$ cat config.mk
export PLATFORM = sky130hd
export DESIGN_NAME = result_framer_flat
export DESIGN_NICKNAME = d
export VERILOG_FILES = /design/src/rtl/result_framer_if.sv /design/src/rtl/result_framer.sv /design/src/flat_wrapper.sv
export SDC_FILE = /design/constraint.sdc
export NUM_CORES = 1
export LEC_CHECK = 0
export CORE_UTILIZATION = 50
export DETAILED_ROUTE_END_ITERATION = 10
export DONT_BUFFER_PORTS = 1
export SLEW_MARGIN = 40
export SYNTH_ARGS = -nofsm -noshare
export SYNTH_HDL_FRONTEND = slang
export SYNTH_SLANG_ARGS = --single-unit
$ cat constraint.sdc
create_clock -name clk -period 4.01 [get_ports clk]
set_input_delay 0.802 -clock clk [delete_from_list [all_inputs] [get_ports clk]]
set_output_delay 0.802 -clock clk [all_outputs]
set_load 0.02 [all_outputs]
$ cat src/rtl/result_framer_if.sv
// result_framer_if
//   Bundles the two buses of the result framer:
//     upstream read bus : rd_sop (request), rd_vld, rd_data[15:0], rd_eop
//     downstream stream : out_valid, out_ready, out_data[7:0], out_last
//   master : the framer side (drives rd_sop and the byte stream)
//   slave  : the store/consumer side (drives read words and out_ready)
interface result_framer_if;
  logic        rd_sop;
  logic        rd_vld;
  logic [15:0] rd_data;
  logic        rd_eop;
  logic        out_valid;
  logic        out_ready;
  logic [7:0]  out_data;
  logic        out_last;

  modport master (
    output rd_sop, out_valid, out_data, out_last,
    input  rd_vld, rd_data, rd_eop, out_ready
  );

  modport slave (
    input  rd_sop, out_valid, out_data, out_last,
    output rd_vld, rd_data, rd_eop, out_ready
  );
endinterface

$ cat src/rtl/result_framer.sv
// result_framer
//   On start, requests one 8-word packet from an upstream result store,
//   captures it, and emits an 18-byte frame: header, 16 data bytes
//   (high byte first), then a modulo-256 checksum of the data bytes.
//   Malformed packets and capture timeouts set a sticky frame_err.
// Ports
//   clk       : clock, rising edge
//   rst       : synchronous active-high reset
//   start     : frame request, accepted only when idle
//   bus       : result_framer_if.master (read bus + byte stream)
//   busy      : high whenever not idle
//   frame_err : sticky error, cleared by rst or an accepted start
//   frame_cnt : completed-frame counter, wraps
module result_framer #(
  parameter int          TIMEOUT = 16,
  parameter logic [7:0]  HDR     = 8'hA5
) (
  input  logic                  clk,
  input  logic                  rst,
  input  logic                  start,
  result_framer_if.master       bus,
  output logic                  busy,
  output logic                  frame_err,
  output logic [7:0]            frame_cnt
);

  localparam int TW = $clog2(TIMEOUT + 1);

  typedef enum logic [1:0] {IDLE, REQ, CAPTURE, SEND} state_t;

  state_t        state, state_nxt;
  logic [15:0]   word_buf [8];
  logic [2:0]    wcnt;
  logic [TW-1:0] tcnt;
  logic [4:0]    idx, idx_nxt;
  logic [7:0]    csum;
  logic          abort;
  logic          xfer;

  // Frame byte at index i: 0 = header, 1..16 = data (high byte first), 17 = checksum.
  function automatic logic [7:0] byte_at(input logic [4:0] i);
    logic [3:0]  j;
    logic [15:0] w;
    j = 4'(i - 5'd1);
    w = word_buf[j[3:1]];
    if (i == 5'd0)
      byte_at = HDR;
    else if (i == 5'd17)
      byte_at = csum;
    else
      byte_at = j[0] ? w[7:0] : w[15:8];
  endfunction

  always_comb begin
    state_nxt = state;
    idx_nxt   = idx;
    abort     = 1'b0;
    xfer      = 1'b0;
    case (state)
      IDLE: if (start) state_nxt = REQ;
      REQ:  state_nxt = CAPTURE;
      CAPTURE: begin
        if (bus.rd_vld && bus.rd_eop && wcnt == 3'd7) begin
          state_nxt = SEND;
          idx_nxt   = 5'd0;
        end else if (bus.rd_eop || (bus.rd_vld && wcnt == 3'd7) ||
                     tcnt == TW'(TIMEOUT - 1)) begin
          // Early/late end-of-packet or no completion in time: drop the packet.
          abort     = 1'b1;
          state_nxt = IDLE;
        end
      end
      SEND: begin
        if (bus.out_valid && bus.out_ready) begin
          xfer = 1'b1;
          if (idx == 5'd17) begin
            state_nxt = IDLE;
            idx_nxt   = 5'd0;
          end else begin
            idx_nxt = idx + 5'd1;
          end
        end
      end
      default: state_nxt = IDLE;
    endcase
  end

  // Control and registered outputs; outputs are loaded from the next state so
  // they line up with the state they belong to.
  always_ff @(posedge clk) begin
    if (rst) begin
      state         <= IDLE;
      idx           <= 5'd0;
      wcnt          <= 3'd0;
      tcnt          <= '0;
      bus.rd_sop    <= 1'b0;
      bus.out_valid <= 1'b0;
      bus.out_last  <= 1'b0;
      bus.out_data  <= 8'd0;
      busy          <= 1'b0;
      frame_err     <= 1'b0;
      frame_cnt     <= 8'd0;
    end else begin
      state         <= state_nxt;
      idx           <= idx_nxt;
      bus.rd_sop    <= (state_nxt == REQ);
      bus.out_valid <= (state_nxt == SEND);
      bus.out_last  <= (state_nxt == SEND) && (idx_nxt == 5'd17);
      bus.out_data  <= (state_nxt == SEND) ? byte_at(idx_nxt) : 8'd0;
      busy          <= (state_nxt != IDLE);

      if (state == IDLE && start)
        frame_err <= 1'b0;
      else if (abort)
        frame_err <= 1'b1;

      if (xfer && idx == 5'd17)
        frame_cnt <= frame_cnt + 8'd1;

      if (state == CAPTURE) begin
        tcnt <= tcnt + TW'(1);
        if (bus.rd_vld) wcnt <= wcnt + 3'd1;
      end else begin
        tcnt <= '0;
        wcnt <= 3'd0;
      end
    end
  end

  // Capture datapath: word storage and running checksum.
  always_ff @(posedge clk) begin
    if (state == REQ)
      csum <= 8'd0;
    else if (state == CAPTURE && bus.rd_vld)
      csum <= csum + bus.rd_data[15:8] + bus.rd_data[7:0];
    if (state == CAPTURE && bus.rd_vld)
      word_buf[wcnt] <= bus.rd_data;
  end

endmodule

$ cat src/flat_wrapper.sv
// flat-port wrapper written by rule: the top's interface ports become plain ports
module result_framer_flat 
#(
  parameter int          TIMEOUT = 16,
  parameter logic [7:0]  HDR     = 8'hA5
)
  (clk, rst, start, busy, frame_err, frame_cnt, bus_rd_sop, bus_out_valid, bus_out_data, bus_out_last, bus_rd_vld, bus_rd_data, bus_rd_eop, bus_out_ready);
  result_framer_if bus_i ();
  input  logic clk;
  input  logic rst;
  input  logic start;
  output logic busy;
  output logic frame_err;
  output logic [7:0] frame_cnt;
  output wire logic [$bits(bus_i.rd_sop)-1:0] bus_rd_sop;
  output wire logic [$bits(bus_i.out_valid)-1:0] bus_out_valid;
  output wire logic [$bits(bus_i.out_data)-1:0] bus_out_data;
  output wire logic [$bits(bus_i.out_last)-1:0] bus_out_last;
  input wire logic [$bits(bus_i.rd_vld)-1:0] bus_rd_vld;
  input wire logic [$bits(bus_i.rd_data)-1:0] bus_rd_data;
  input wire logic [$bits(bus_i.rd_eop)-1:0] bus_rd_eop;
  input wire logic [$bits(bus_i.out_ready)-1:0] bus_out_ready;
  assign bus_rd_sop = bus_i.rd_sop;
  assign bus_out_valid = bus_i.out_valid;
  assign bus_out_data = bus_i.out_data;
  assign bus_out_last = bus_i.out_last;
  assign bus_i.rd_vld = bus_rd_vld;
  assign bus_i.rd_data = bus_rd_data;
  assign bus_i.rd_eop = bus_rd_eop;
  assign bus_i.out_ready = bus_out_ready;
  result_framer #(.TIMEOUT(TIMEOUT), .HDR(HDR)) u_core (.clk(clk), .rst(rst), .start(start), .bus(bus_i), .busy(busy), .frame_err(frame_err), .frame_cnt(frame_cnt));
endmodule
# Yosys cells after proc, flatten, opt, wreduce, memory -nomap -nowiden
# Memory sizes are Yosys's and may differ from the RTL's.
# Index checks and enable logic that the tools add are counted.
[word_totals]
ff_bits = 44
ram_bits = 128
input_bits = 22
out_inout_bits = 21
elab_cells = 69
memories = 1
[memory_table]
columns = ["memory", "depth", "width", "read_ports", "rd_clocked_by_memory_dff", "write_ports", "line_no", "text"]
rows = [
  ["u_core.word_buf", 8, 16, 1, 0, 1, "result_framer.sv:32", "logic [15:0] word_buf [8];"],
]
[op_classes]
addsub = 7
eq_ne = 9
muxes = 20
bitwise_logic = 2
n_reduce_logical = 17
[ops]
columns = ["operator", "count"]
rows = [
  ["8-bit 2-to-1 mux", 3],
  ["8-bit adder", 2],
  ["5-bit 2-to-1 mux", 3],
  ["5-bit by 1-bit adder with 5-bit output, second input constant", 2],
  ["5-bit equality test, second input constant", 2],
  ["2-bit 2-to-1 mux", 5],
  ["5-bit case mux with 2 select lines", 1],
  ["8-bit by 1-bit adder with 8-bit output, second input constant", 1],
  ["1-bit logical AND", 8],
  ["2-bit case mux with 4 select lines", 1],
  ["1-bit 2-to-1 mux", 7],
  ["2-bit equality test, second input constant", 3],
  ["2-bit OR reduction", 3],
  ["5-bit by 4-bit equality test with 1-bit output, second input constant", 1],
  ["5-bit zero test", 1],
  ["2-bit by 1-bit equality test with 1-bit output, second input constant", 2],
  ["4-bit by 1-bit subtractor with 4-bit output, second input constant", 1],
  ["3-bit by 1-bit adder with 3-bit output, second input constant", 1],
  ["3-bit equality test, second input constant", 1],
  ["3-bit OR reduction", 1],
  ["2-bit zero test", 1],
  ["1-bit logical OR", 2],
  ["1-bit NOT", 2],
  ["2-bit nonzero test", 1],
]

# Logic depth before layout (Yosys ltp)
[logic_depth]
depth_word = 10
depth_mapped = 16
ltp_nobuf = 14

# Worst setup path after synthesis
# Ideal clock, no wire load.
[synth_timing]
path_type = "in2reg"
startpoint = "input port bus_out_ready"
endpoint = "register u_core.bus.out_data[0]"
setup_time_ns = 0.129
arrival_time_ns = 3.501
required_ns = 3.881
path_slack_ns = 0.380
stages = 9
n_path_buf = 2
path_cell_list = "nand4_2 o32ai_1 inv_1 ha_1 clkbuf_1 clkbuf_1 mux4_2 o32ai_1 nor3_1"
[synth_between]
elab_chain_cells = 8
word_cells_on_any_way = 15
cone_classes = "1 x add/sub; 2 x eq/ne; 7 x mux; 1 x bitwise; 3 x reduce/logical; 1 x memory"
[synth_lines]
columns = ["element", "line_no", "text"]
rows = [
  ["from (decl)", "flat_wrapper.sv:22", "input wire logic [$bits(bus_i.out_ready)-1:0] bus_out_ready;"],
  ["1-bit logical AND (*)", "result_framer.sv:74", "if (bus.out_valid && bus.out_ready) begin"],
  ["5-bit 2-to-1 mux", "result_framer.sv:74", ""],
  ["5-bit case mux with 2 select lines", "result_framer.sv:59", "case (state)"],
  ["4-bit by 1-bit subtractor with 4-bit output", "result_framer.sv:44", "j = 4'(i - 5'd1);"],
  ["memory 8 x 16 bit", "n/a", ""],
  ["8-bit 2-to-1 mux", "result_framer.sv:51", "byte_at = j[0] ? w[7:0] : w[15:8];"],
  ["8-bit 2-to-1 mux", "result_framer.sv:48", "else if (i == 5'd17)"],
  ["8-bit 2-to-1 mux", "result_framer.sv:46", "if (i == 5'd0)"],
  ["to (signal assigned)", "result_framer.sv:109", "bus.out_data <= (state_nxt == SEND) ? byte_at(idx_nxt) : 8'd0;"],
  ["to (decl)", "result_framer_if.sv:18", "output rd_sop, out_valid, out_data, out_last,"],
]
# Mark *: on every way between the ends. The rest lies on a longest branch, timed or not.
# A chain may end at the register's enable or synchronous reset.

# Final worst setup path
[layout_timing]
startpoint = "register u_core.wcnt[0]"
endpoint = "register u_core.bus.out_data[4]"
[layout_between]
elab_chain_cells = 10
word_cells_on_any_way = 19
cone_classes = "1 x add/sub; 3 x eq/ne; 7 x mux; 1 x bitwise; 6 x reduce/logical; 1 x memory"
[layout_lines]
columns = ["element", "line_no", "text"]
rows = [
  ["from (decl)", "result_framer.sv:33", "logic [2:0] wcnt;"],
  ["from (signal assigned)", "result_framer.sv:122", "if (bus.rd_vld) wcnt <= wcnt + 3'd1;"],
  ["3-bit equality test (*)", "result_framer.sv:63, result_framer.sv:66", ""],
  ["branches (longest 9 deep; another with memory 8 x 16 bit)", "n/a", ""],
]
# Every way passes the cells marked *.

==> flow_summary.rst <==
.. list-table::
   :header-rows: 1

   * - Metric
     - Value
   * - Most frequent cells in the layout
     - sky130_fd_sc_hd__edfxtp_1, sky130_fd_sc_hd__dfxtp_1, sky130_fd_sc_hd__nand2_1
   * - Most common cell after layout, fill and taps aside
     - sky130_fd_sc_hd__edfxtp_1
   * - Deepest level of the CTS H-tree
     - 4
   * - Iteration count of the initial detailed-routing pass
     - 6
   * - Mean instance size in the synthesized netlist
     - between 10 and 15 µm²
   * - Core footprint
     - approximately 16000 µm²
   * - Largest net degree at the start of global routing
     - 95
   * - Weighted congestion at the end of routability-driven global placement
     - approximately 0.8
   * - Status
     - finished clean
   * - Number of maximum-capacitance constraint violations
     - 0
   * - Crit. End Element
     - register
   * - Total power density per cell area
     - 413.7 nW/µm²
   * - Count of input and output buffers
     - 0
   * - Number of enable-type register cells in the synthesized netlist
     - 128
   * - HPWL after DPL
     - 12460 µm
   * - Clock tree from TritonCTS
     - done
   * - Final-layout worst hold slack
     - roughly 0.43 ns
   * - Post-DRT Antenna Nets
     - 0
   * - Die area
     - between 15000 and 20000 µm²
   * - Total Routed Length
     - 19610 µm
   * - # rows
     - 46
   * - Final antenna diode count
     - 0
   * - First DRT Iteration DRCs
     - 507
   * - Area growth from synthesis to layout
     - 10.85%
   * - Busiest layer in global routing
     - met2
   * - RSZ-0062 raised after global routing
     - no
   * - Min Clock Period, post-route
     - 3.572 ns
   * - Total power of the final layout
     - 0.003785 W
   * - Warning count from the yosys run
     - 0
   * - Fraction of final layout cells sized beyond drive strength 1
     - 14.56%
   * - Cell at the root of the clock tree
     - sky130_fd_sc_hd__clkbuf_16
   * - Highest clock frequency the design can meet
     - approximately 0.28 GHz
   * - Startpoint types
     - register
   * - Final worst path period share
     - a little under 90%
   * - Met1 usage in global routing
     - around a third
   * - Max Clock Skew
     - 0.01332 ns
   * - Aggregate global-route resource usage
     - 24.79%
   * - Finish-stage setup viols
     - 0
   * - Num ports
     - 43
   * - Leakage
     - about 3.2 nW
   * - Worst slew margin relative to its limit
     - 47.53%
   * - Source-to-sink clock delay at the later pin of the worst-skew pair
     - 0.43 ns
   * - Flip-flop and latch count after synthesis
     - roughly 170
   * - Resized Gates After CTS
     - 0
   * - Final number of hold-violating endpoints
     - 0
   * - Clock tree buffer depth
     - 2
   * - Number of clock sinks
     - around 170
   * - Worst path arrival time
     - 3.89 ns
   * - Yosys cell types
     - between 60 and 70
   * - DRC viols
     - 0
   * - Total number of nets in the final design
     - 698
   * - Leading register cell type out of synthesis
     - sky130_fd_sc_hd__edfxtp_1
   * - Maximum fanout along the worst path
     - 94
   * - Via count of the first global-routing pass
     - 5356
   * - Total gr overflow
     - 0
   * - Final sum of negative setup slack
     - 0 ns
   * - DR WL/cell
     - approximately 22 µm
   * - GRT met3 Usage
     - between 5 and 6%
   * - Initial antenna violation count
     - 0
   * - Flop-to-flop setup slack
     - around 0.44 ns
   * - Netlist Area Pre-Place
     - between 8000 and 9000 µm²
   * - Worst endpoint required time
     - 4.33 ns
   * - Tightest Hold Check Type
     - input port to register
   * - Via count
     - 5450
   * - Slew Viols, Final
     - 0
   * - DIE WIDTH
     - 130.5 µm
   * - Share of flip-flops with an asynchronous set or reset after synthesis
     - 0%
   * - Buffers inserted by post-CTS timing repair
     - 0
   * - Worst supply voltage drop on vdd
     - 0.3203 mV
   * - Clock transition at path regs
     - 0.08 ns
   * - Post-synthesis cell count
     - 653
   * - Slew @ Worst Pin
     - 0.7811 ns
   * - Starting density of the core
     - about half
   * - Die extent in y
     - 130.5 µm
   * - Number of hold buffers added after CTS
     - 0
   * - First-pass GRT wire length
     - 30190 µm
   * - Setup Crit Path Kind
     - register to register
   * - Synth Net Count
     - 698
   * - CTS buffer count
     - 17
   * - Routed vias/inst
     - 6.179
   * - Fraction of met2 tracks used by global routing
     - 41.99%
   * - Sequential area share after synthesis
     - 57.24%
[cells by family after synthesis]
group	share of synthesized area, %
simple gates	17.01
compound gates	10.16
xor+xnor	1.925
buf+inv	3.214
mux	6.245
fa+ha+maj	4.214
flops	57.24
[worst max-delay path: stages (launching register included)]
cell and delay, ns:
sky130_fd_sc_hd__dfxtp_1 0.47, sky130_fd_sc_hd__ha_1 0.20, sky130_fd_sc_hd__ha_1 0.23, sky130_fd_sc_hd__nand4_4 0.17
sky130_fd_sc_hd__o22a_2 0.29, sky130_fd_sc_hd__inv_1 0.17, sky130_fd_sc_hd__ha_2 0.30, sky130_fd_sc_hd__buf_12 0.31
sky130_fd_sc_hd__nor3b_1 0.10, sky130_fd_sc_hd__o211ai_1 0.19, sky130_fd_sc_hd__nand2_1 0.08, sky130_fd_sc_hd__nor4_1 0.39
sky130_fd_sc_hd__a211oi_1 0.15, sky130_fd_sc_hd__o31ai_1 0.37
[Yosys cell counts (7+ instances only)]
| library cell | n | area [µm²] |
|---|---|---|
| sky130_fd_sc_hd__a21oi_1 | 13 | 65.06 |
| sky130_fd_sc_hd__a22oi_1 | 7 | 52.55 |
| sky130_fd_sc_hd__and3_1 | 7 | 43.79 |
| sky130_fd_sc_hd__and3b_1 | 14 | 122.6 |
| sky130_fd_sc_hd__clkbuf_1 | 34 | 127.6 |
| sky130_fd_sc_hd__dfxtp_1 | 44 | 880.8 |
| sky130_fd_sc_hd__edfxtp_1 | 128 | 3844 |
| sky130_fd_sc_hd__fa_1 | 8 | 160.2 |
| sky130_fd_sc_hd__ha_1 | 15 | 187.7 |
| sky130_fd_sc_hd__inv_1 | 19 | 71.32 |
| sky130_fd_sc_hd__mux2i_1 | 11 | 110.1 |
| sky130_fd_sc_hd__mux4_2 | 18 | 405.4 |
| sky130_fd_sc_hd__nand2_1 | 40 | 150.1 |
| sky130_fd_sc_hd__nand2b_1 | 8 | 50.05 |
| sky130_fd_sc_hd__nor2_1 | 39 | 146.4 |
| sky130_fd_sc_hd__nor3_1 | 33 | 165.2 |
| sky130_fd_sc_hd__nor3b_1 | 35 | 262.8 |
| sky130_fd_sc_hd__nor4_1 | 10 | 62.56 |
| sky130_fd_sc_hd__o211ai_1 | 19 | 142.6 |
| sky130_fd_sc_hd__o21ai_0 | 15 | 75.07 |
| sky130_fd_sc_hd__o22ai_1 | 21 | 131.4 |
| sky130_fd_sc_hd__xnor2_1 | 9 | 78.83 |
[where the power goes]
| group | internal (W) | switching (W) | total, W |
|---|---|---|---|
| sequential | 0.00193 | 0.0000233 | 0.00195 |
| combinational | 0.0000771 | 0.0000911 | 0.000168 |
| clock | 0.000890 | 0.000776 | 0.00167 |
| total | 0.00290 | 0.000890 | 0.00379 |
[through the flow]
stage | cells | cell area [µm²] | setup WS [ns] | util (%)
floorplan | 653 | 8254 | 0.3802 | -
global placement | 850 | 8552 | 0.4652 | 53.45
detailed placement | 850 | 8552 | 0.3879 | 53.45
CTS | 882 | 9150 | 0.4328 | 57.19
global route | 882 | 9150 | 0.2195 | 57.19
finish | 882 | 9150 | 0.4380 | 57.19
[path summary, 6_finish.rpt]
check            startpoint                endpoint  depth (start not counted)
max          u_core.wcnt[0]  u_core.bus.out_data[4]                         13
min                     rst        u_core.frame_err                          1
max reg2reg  u_core.wcnt[0]  u_core.bus.out_data[4]                         13
min reg2reg  u_core.tcnt[0]          u_core.tcnt[0]                          1
[layout make-up]
type | count | area [µm²]
fill | 1337 | 6850
sequential | 172 | 4725
multi-input combinational | 418 | 3289
clock buffer | 17 | 425.4
tap | 216 | 270.3
timing repair buffer | 24 | 192.7
clock inverter | 15 | 172.7
inverter | 20 | 75.07
[metal layers]
layer | vias up | wire length, µm | share of wire [%]
met5 | - | 0 | 0
met4 | 0 | 410 | 2.1
met3 | 30 | 890 | 4.5
met2 | 143 | 9949 | 51
met1 | 2750 | 8363 | 43
li1 | 2527 | - | -
[state kept, by name, summed over array words and instances, names as in the netlist, 2 cells and up]
register	flops
u_core.word_buf	128
u_core.tcnt	5
u_core.wcnt	3
u_core.state	2
u_core.csum	8
u_core.bus.out_data	8
u_core.idx	5
u_core.frame_cnt	8
No activity file was read; power rests on OpenSTA's default activity.
==> edit, RTL diff (config.mk and constraints unchanged) <==
Register the output `frame_cnt` once more, cleared by the reset; this adds one clock of latency there. The other outputs are not delayed to match.
--- a/src/rtl/result_framer.sv
+++ b/src/rtl/result_framer.sv
@@ -27,6 +27,8 @@
   localparam int TW = $clog2(TIMEOUT + 1);
 
   typedef enum logic [1:0] {IDLE, REQ, CAPTURE, SEND} state_t;
+
+  logic [7:0] frame_cnt_s0;
 
   state_t        state, state_nxt;
   logic [15:0]   word_buf [8];
@@ -99,7 +101,7 @@
       bus.out_data  <= 8'd0;
       busy          <= 1'b0;
       frame_err     <= 1'b0;
-      frame_cnt     <= 8'd0;
+      frame_cnt_s0  <= 8'd0;
     end else begin
       state         <= state_nxt;
       idx           <= idx_nxt;
@@ -115,7 +117,7 @@
         frame_err <= 1'b1;
 
       if (xfer && idx == 5'd17)
-        frame_cnt <= frame_cnt + 8'd1;
+        frame_cnt_s0 <= frame_cnt_s0 + 8'd1;
 
       if (state == CAPTURE) begin
         tcnt <= tcnt + TW'(1);
@@ -137,5 +139,13 @@
       word_buf[wcnt] <= bus.rd_data;
   end
 
+  always_ff @(posedge clk) begin
+    if (rst) begin
+      frame_cnt <= '0;
+    end else begin
+      frame_cnt <= frame_cnt_s0;
+    end
+  end
+
 endmodule
 
Function: same outputs for any inputs over 10 cycles, from zero or initial values and one cycle with rst high; that may be too few to reach the edited logic, so the function may still have changed.
==> edit against the unedited design <==
The flow now finishes with violations (design-rule violations); sequential cell count up 8; total power up 5.8%; area after synthesis down 8.0%; routed wire length down 21%; core utilization up 0.50 points; critical path type unchanged; via count down 24%; worst setup slack better by 0.064 ns; cell area down 7.3%.
==> edit: results (changes against the unedited design) <==
- Crit path from: u_core.wcnt[1]
- Flop2flop setup slack: 0.50 ns (+0.06 ns)
- DRT iter0 DRCs: 355 (-30%)
- End of the worst hold path: u_core.idx[4]
- Via count: 4146 (-24%)
- Complex-gate fraction of the synthesized area: 6.393% (-3.8 points)
- Gr usage total: 21.20% (-3.6 points)
- GPL Wtd Cong: 0.8346 (+4.6%)
- Post-Synth Adder-Cell Area: 4.581% (+0.37 points)
- Pre-Repair DR Iteration Count: 10 (+4)
- Synth area leaders: edfxtp_1 51%, dfxtp_1 14%, mux4_2 6.8%
- Avg Vias per Cell: 5.750 (-6.9%)
- Crit path max fanout: 17 (-82%)
- Power Density: 472.2 nW/um^2 (+14%)
- Minimum clock period after layout: 3.508 ns (-0.06441 ns)
- Arrival time at the worst endpoint: 3.82 ns (-0.07 ns)
- Post-DP Area: 7860 um^2 (-8.1%)
- Sequential element share of the synthesized area: 64.33% (+7.1 points)
- DRC: 5 (+5)
- DP Wirelength: 10060 um (-19%)
- Syn nets: 550 (-21%)
- Peak VDD IR: 0.3333 mV (+4.1%)
- Cells after Synth: 505 (-23%)
- Setup WS pre-CTS: 0.5248 ns (+0.1369 ns)
- Run status: finished, violations left
- First-pass GRT wire length: 24070 um (-20%)
- Vias in the first global route: 4230 (-21%)
- Slowest stage cell on the critical path: mux4_1
- NumNets Final: 569 (-18%)
- Failing checks: design-rule violations
- Crit path max-delay family: multiplexers
- WL final: 15500 um (-21%)
- Synth top cells by count: 128 x edfxtp_1, 52 x dfxtp_1, 34 x nand2_1
- Hold WS: 0.4286 ns (-0.002573 ns)
- Mux share of post-synthesis cell area: 10.61% (+4.4 points)
- Actual slew at the worst max-slew pin: 0.7629 ns (-0.01826 ns)
- CP endpoint: u_core.bus.out_data[1]
- Leakage power: 3.027 nW (-4.4%)
- Slowest stage delay, CP: 0.59 ns (+0.12 ns)
- Number of fillers in the final layout: 1147 (-14%)
- R2R cell count: 11 (-2)
- Yosys cell types: 67 (-1.5%)
- Worst Skew: 0.008290 ns (-0.005028 ns)
- Synth Area in XOR/XNOR: 2.060% (+0.13 points)
-- edit: worst register-to-register path: stages (launching register included) --
cell	delay (ns)
dfxtp_1	0.45
ha_1	0.20
ha_1	0.20
nand4_1	0.25
a32o_1	0.37
buf_4	0.23
ha_1	0.34
buf_4	0.32
mux4_1	0.60
mux2_2	0.29
nand2_1	0.08
o21ai_1	0.06
-- edit: per-layer routing --
metal  wire length, um  track usage [%]
met4               168            6.026
met5                 0                0
met3               674            5.135
met1              7049            28.23
met2              7607            34.83
-- edit: area by class of cell --
cell class | instances | share of cell area [%]
clock buffers | 17 | 5.017
clock inverters | 15 | 2.287
inverters | 18 | 0.7968
multi-input cells | 288 | 29.81
flip-flops and latches | 180 | 57.61
well taps | 184 | 2.715
repair buffers | 19 | 1.771
-- edit: report_power, final --
part	internal, W	total, W	switching, W
Combinational	0.0000985	0.000210	0.000112
Clock	0.000999	0.00174	0.000746
Sequential	0.00202	0.00205	0.0000336
Total	0.00311	0.00400	0.000891
